`src/rtl/spi_reg_ctrl.sv`:
```
// Command sequencer behind the SPI byte engine: decodes the frame command byte and
// streams bytes into/out of a small register file with address auto-increment.
module spi_reg_ctrl #(
    parameter int unsigned NREGS     = 16,
    parameter int unsigned DISP_ADDR = 0,
    parameter logic [7:0]  OOR_DATA  = 8'hFF
) (
    input  logic       clk,
    input  logic       rst,
    input  logic       cs_n,
    input  logic       rx_valid,
    input  logic [7:0] rx_byte,
    input  logic       tx_req,
    output logic [7:0] tx_byte,
    output logic [7:0] disp_num,
    output logic       busy,
    output logic       err
);

    localparam int unsigned AW      = $clog2(NREGS);
    localparam logic [7:0]  NREGS_W = 8'(NREGS);
    localparam logic [6:0]  LAST    = 7'(NREGS - 1);
    localparam logic [6:0]  DISP_A  = 7'(DISP_ADDR);

    typedef enum logic [1:0] {
        IDLE  = 2'd0,
        CMD   = 2'd1,
        WRITE = 2'd2,
        READ  = 2'd3
    } state_t;

    state_t      state, state_next;
    logic [6:0]  addr, addr_d;
    logic [7:0]  tx_d;
    logic        wr_en, err_set, err_clr;
    logic        cs_n_q;
    logic [7:0]  regs [NREGS];

    function automatic logic in_range(input logic [6:0] a);
        return {1'b0, a} < NREGS_W;
    endfunction

    // In-range addresses wrap at NREGS; out-of-range ones run on to 127 and wrap to 0.
    function automatic logic [6:0] addr_inc(input logic [6:0] a);
        if (in_range(a) && a == LAST)
            return '0;
        return a + 7'd1;
    endfunction

    function automatic logic [7:0] rd_byte(input logic [6:0] a);
        if (in_range(a))
            return regs[a[AW-1:0]];
        return OOR_DATA;
    endfunction

    always_ff @(posedge clk) begin
        if (rst)
            state <= IDLE;
        else
            state <= state_next;
    end

    always_comb begin
        state_next = state;
        addr_d     = addr;
        tx_d       = 8'h00;
        wr_en      = 1'b0;
        err_set    = 1'b0;
        err_clr    = 1'b0;
        if (cs_n) begin
            state_next = IDLE;
        end else begin
            case (state)
                IDLE: begin
                    // cs_n_q gates entry so a reset inside a frame waits for a fresh falling edge
                    if (cs_n_q) begin
                        state_next = CMD;
                        err_clr    = 1'b1;
                    end
                end
                CMD: begin
                    if (rx_valid) begin
                        addr_d = rx_byte[6:0];
                        if (rx_byte[7]) begin
                            state_next = READ;
                            tx_d       = rd_byte(rx_byte[6:0]);
                            err_set    = !in_range(rx_byte[6:0]);
                        end else begin
                            state_next = WRITE;
                        end
                    end
                end
                WRITE: begin
                    if (rx_valid) begin
                        wr_en   = in_range(addr);
                        err_set = !in_range(addr);
                        addr_d  = addr_inc(addr);
                    end
                end
                READ: begin
                    tx_d = tx_byte;
                    if (tx_req) begin
                        addr_d  = addr_inc(addr);
                        tx_d    = rd_byte(addr_inc(addr));
                        err_set = !in_range(addr_inc(addr));
                    end
                end
                default: state_next = IDLE;
            endcase
        end
    end

    always_ff @(posedge clk) begin
        if (rst) begin
            addr     <= '0;
            tx_byte  <= '0;
            disp_num <= '0;
            err      <= 1'b0;
            cs_n_q   <= 1'b0;
            for (int unsigned i = 0; i < NREGS; i++)
                regs[i] <= '0;
        end else begin
            cs_n_q  <= cs_n;
            addr    <= addr_d;
            tx_byte <= tx_d;
            if (err_clr)
                err <= 1'b0;
            else if (err_set)
                err <= 1'b1;
            if (wr_en) begin
                regs[addr[AW-1:0]] <= rx_byte;
                if (addr == DISP_A)
                    disp_num <= rx_byte;
            end
        end
    end

    assign busy = (state != IDLE);

endmodule

```
`config.mk`:
```
export PLATFORM = sky130hd
export DESIGN_NAME = spi_reg_ctrl
export DESIGN_NICKNAME = d
export VERILOG_FILES = /design/src/rtl/spi_reg_ctrl.sv
export SDC_FILE = /design/constraint.sdc
export NUM_CORES = 1
export LEC_CHECK = 0
export ABC_AREA = 1
export BUFFER_PORTS_ARGS = -buffer_cell sky130_fd_sc_hd__buf_4
export CORE_AREA = 10 10 183 185
export DETAILED_ROUTE_END_ITERATION = 12
export DIE_AREA = 0 0 193 195
export PLACE_DENSITY = 0.41
export SYNTH_ARGS = -nofsm -noshare
export SYNTH_HDL_FRONTEND = slang
export SYNTH_SLANG_ARGS = --single-unit
```
`constraint.sdc`:
```
create_clock -name clk -period 4.47 [get_ports clk]
set_input_delay 0.894 -clock clk [delete_from_list [all_inputs] [get_ports clk]]
set_output_delay 0.894 -clock clk [all_outputs]
set_load 0.05 [all_outputs]
```
==> results <==
- The number of buffers inserted by post-CTS setup repair is 0.
- The floorplan step defined a core boundary enclosing 0.0300 sq mm.
- The highest metal layer carrying signal wires in the routed design is met4.
- The critical path data arrival time is 3200 ps.
- The cell seen most often among critical-path stages is sky130_fd_sc_hd__nand3_1.
- Synthesis produced 1094 cells.
- The H-tree generated during clock tree synthesis spans 4 levels.
- The maximum cell stage delay along the critical path is 630 ps.
- The final non-filler cell area is 0.00988 sq mm.
- For this design, the sink count on the clock tree is 155.
- In this run the worst path has a maximum fanout of 50.
- Sequential cells were found to cover 49.7% of the synthesized design area.
- The data required time at the worst endpoint is 4790 ps.
- VDD sags by at most 0.000251 V.
- The launching element type of the critical path is a flop.
- The antenna diode count is 0.
- The die span in x is 193 um.
- For the final routed database, the setup TNS stands at 0 ps.
- The critical path runs through a total of 12 cells.
- In the post-synthesis netlist, the biggest area contributors are sky130_fd_sc_hd__edfxtp_1, sky130_fd_sc_hd__nand3_1, sky130_fd_sc_hd__nor2_1.
- After the last flow step, the layout net total stands at 1112.
- The total count of hold-check failures in the final report came to 0.
- The starting density of the core is 29.4%.
- After detailed routing, the wire length on met1 is 15700 um.
- The clock transition time at the flip-flop clock pins of the worst setup and hold paths is 70 ps.
- The routed design uses 14100 um of met2 wire.
- The leakage component of the power is 4.09 nW.
- The pin count of the biggest net entering global routing is 120.
- The element type at the critical path end is a flop.
- The area growth from synthesis to layout is 12.1%.
- Detailed placement ended at an HPWL of 21600 um.
- CTS placed an instance of sky130_fd_sc_hd__clkbuf_16 at the clock tree root.
- The run finished with clean final reports.
- The routed via count divided by cell count is 5.08.
- The global-route wire length before repair is 47600 um.
- Before antenna repair, the detailed router went through 5 iterations.
- Setup violations remaining at the end of the flow were counted as 0.
- The synthesized area per cell is 8.06 sq um.
- The max-slew violation count came to 0.
- At the end of routability-driven placement, the weighted congestion stood at 0.864.
- Yosys mapped the design onto 34 distinct sky130hd cell types.
- The placed instances occupy a cell area of 0.00932 sq mm.
- The initialized floorplan defines 64 standard-cell rows.
- The quantity of I/O buffers inserted on ports is 30.
- The worst-path cell with the longest stage delay is sky130_fd_sc_hd__nand2_4.
- The TritonCTS clock tree is built.
- The critical path goes through ha_1, nand3_4, inv_2, nand2_4, nand2_4, nor2_1, nand2_1, nand3_1, nand3_1, nand3_1, nand2_1, a21oi_1.
- Setup repair after global routing left no endpoint under its margin.
- In the final routed layout, each cell accounts on average for 21.5 um.
- The headroom to the max-slew limit is 23.5%.
- The path depth of the worst reg2reg path is 12.
- Between clock sinks in the finished design, the worst skew comes to 11.1 ps.
- The detailed router finished its first iteration with 902 violations.
- The net count after synthesis is 1115.
- The number of buffers inserted during clock tree synthesis is 17.
- During synthesis, Yosys emitted a total of 0 warnings.
- Once the clock tree was built, the resizer swapped 0 gates to a different size.
- The final cycle utilization of the critical path is 64.4%.
- The remaining global-route overflow is 0.
- The peak clock frequency supported by timing is 0.347 GHz.
- Cells with a size suffix above 1 make up 10.6% of the layout.
- The post-synth design cell area is 0.00881 sq mm.
- For this block, the routed nets add up to 32200 um of wire.
- Hold repair after CTS inserted 0 buffers.
- The number of nets still failing antenna checks after routing is 0.
- The initial antenna violation count is 0.
- The die footprint is 0.0376 sq mm.
- The detailed router placed 7624 vias in this run.
- The number of buffers and inverters on the critical path is 1.
- The via count of the first global-routing pass is 7014.
- Measured along the y axis, the die boundary spans 195 um.
- In this run the power density over the cells is 344 mW/mm^2.
- The transition at the pin with the smallest max-transition slack is 1150 ps.
- The critical path is of the reg2reg type.
- The synthesized design devotes to its leading area cell type 43.6% of total area.
- In this run the deepest clock path goes through 2 buffers.
- The largest area contributor in the synthesized netlist is sky130_fd_sc_hd__edfxtp_1.
- Pin placement for this block handled 31 I/O pins.
- For the worst-skew pair, the clock arrives at the later sink with an insertion delay of 440 ps.
- The post-route minimum period is 2880 ps.
- The overall fraction of global-route tracks in use is 17.0%.
- The number of maximum-capacitance constraint violations is 0.
- The number of storage elements in the synthesis netlist is 155.
- The kind of path behind the tightest hold check is reg2reg.
- Summed over all nets, wire length on met3 after detailed routing comes to 1740 um.
- The cell family with the largest share of critical-path delay is simple AND/OR/NAND/NOR gates.
- After detailed routing, the number of remaining DRC violations is 0.
- The instance count along the most critical hold path is 2.
- Final hold analysis gives a worst-case slack of 484 ps.
[through the flow]
step                setup slack (ps)  power [mW]  std cells  util (%)
floorplan                       2260        1.87       1094         -
global placement                1530        2.00       1468      31.0
detailed placement              1530        2.00       1468      31.0
CTS                             1600        3.42       1500      32.9
global route                    1390        3.51       1500      32.9
finish                          1590        3.39       1500      32.9
[power breakdown]
group	switching, mW	internal, mW	leakage (nW)
Combinational	0.252	0.0881	2.27
Sequential	0.0256	1.60	1.54
Clock	0.630	0.798	0.277
Total	0.907	2.49	4.09
[worst min-delay path, delay by kind of cell (launching register included)]
kind	cells	cell delay (ps)
AO/OA/AOI/OAI	1	40
flip-flops	1	330
AND/OR/NAND/NOR	1	70
[path summary, 6_finish.rpt]
check          start    endpoint  slack, ps
min              err         err        480
max reg2reg  addr[0]  tx_byte[6]       1590
min reg2reg      err         err        480
max          addr[0]  tx_byte[6]       1590
[cells in the mapped netlist]
library cell and n:
sky130_fd_sc_hd__a21boi_0 1, sky130_fd_sc_hd__a21oi_1 56, sky130_fd_sc_hd__a21oi_2 6, sky130_fd_sc_hd__a221oi_1 6
sky130_fd_sc_hd__a31o_1 5, sky130_fd_sc_hd__buf_1 3, sky130_fd_sc_hd__buf_2 20, sky130_fd_sc_hd__buf_4 4
sky130_fd_sc_hd__buf_6 5, sky130_fd_sc_hd__clkbuf_1 34, sky130_fd_sc_hd__clkinv_1 6, sky130_fd_sc_hd__dfxtp_1 27
sky130_fd_sc_hd__edfxtp_1 128, sky130_fd_sc_hd__ha_1 8, sky130_fd_sc_hd__inv_1 114, sky130_fd_sc_hd__inv_2 4
sky130_fd_sc_hd__nand2_1 148, sky130_fd_sc_hd__nand2_2 16, sky130_fd_sc_hd__nand2_4 2, sky130_fd_sc_hd__nand3_1 163
sky130_fd_sc_hd__nand3_4 1, sky130_fd_sc_hd__nand3b_2 1, sky130_fd_sc_hd__nor2_1 213, sky130_fd_sc_hd__nor2_2 1
sky130_fd_sc_hd__nor2_4 6, sky130_fd_sc_hd__nor3_1 5, sky130_fd_sc_hd__nor3_2 1, sky130_fd_sc_hd__nor3_4 1
sky130_fd_sc_hd__o2111ai_1 2, sky130_fd_sc_hd__o211ai_1 32, sky130_fd_sc_hd__o21ai_0 70, sky130_fd_sc_hd__o21ai_4 1
sky130_fd_sc_hd__or2_2 2, sky130_fd_sc_hd__xor2_1 2
[routing by layer]
layer / up-vias / GRT usage, %
li1: 3656 / -
met1: 3730 / 25.0
met2: 215 / 24.8
met3: 23 / 2.74
met4: 0 / 5.16
met5: - / 0
[placed cells by master, fill, tap and decap left out]
cell                         instances
sky130_fd_sc_hd__or2_2               2
sky130_fd_sc_hd__buf_4              44
sky130_fd_sc_hd__o2111ai_1           2
sky130_fd_sc_hd__nand2_1           148
sky130_fd_sc_hd__clkinv_4            2
sky130_fd_sc_hd__o21ai_0            70
sky130_fd_sc_hd__ha_1                8
sky130_fd_sc_hd__a221oi_1            6
sky130_fd_sc_hd__nor3_4              1
sky130_fd_sc_hd__dfxtp_1            27
sky130_fd_sc_hd__nand2_2            16
sky130_fd_sc_hd__clkinvlp_4          1
sky130_fd_sc_hd__nand3_1           163
sky130_fd_sc_hd__inv_1             113
sky130_fd_sc_hd__nor2_2              1
sky130_fd_sc_hd__a31o_1              5
sky130_fd_sc_hd__nor3_2              1
sky130_fd_sc_hd__o21ai_4             1
sky130_fd_sc_hd__a21oi_2             6
sky130_fd_sc_hd__bufinv_16           1
sky130_fd_sc_hd__edfxtp_1          128
sky130_fd_sc_hd__inv_2               5
sky130_fd_sc_hd__inv_4               3
sky130_fd_sc_hd__xor2_1              2
sky130_fd_sc_hd__nor2_1            212
sky130_fd_sc_hd__clkinv_2            4
sky130_fd_sc_hd__nand3_4             1
sky130_fd_sc_hd__nor2_4              7
sky130_fd_sc_hd__a21oi_1            56
sky130_fd_sc_hd__clkbuf_16          18
sky130_fd_sc_hd__nand2_4             2
sky130_fd_sc_hd__clkbuf_1            3
sky130_fd_sc_hd__nand3b_2            1
sky130_fd_sc_hd__clkinv_1            6
sky130_fd_sc_hd__a21boi_0            1
sky130_fd_sc_hd__o211ai_1           32
sky130_fd_sc_hd__nor3_1              5
[logic make-up after synthesis]
| logic type | Yosys count | share of synthesized area (%) |
|---|---|---|
| buffers and inverters | 190 | 8.97 |
| xor gates and xnor gates | 2 | 0.199 |
| and+or+nand+nor | 560 | 27.9 |
| adders and majority gates | 8 | 1.14 |
| DFF | 155 | 49.7 |
| AOI/OAI and AO/OA | 179 | 12.0 |
[state kept, by name (all words and copies together) (netlist names)]
register  cells
state         2
disp_num      8
regs        128
cs_n_q        1
addr          7
tx_byte       8
err           1
[layout make-up]
cell class,count,area (sq um)
inverters,124,465
repair buffers,44,330
well taps,396,495
fillers,3236,20200
clock inverters,11,93.8
clock buffers,21,462
multi-input cells,749,3650
flip-flops and latches,155,4380
Power figures use the tool's default switching activity.
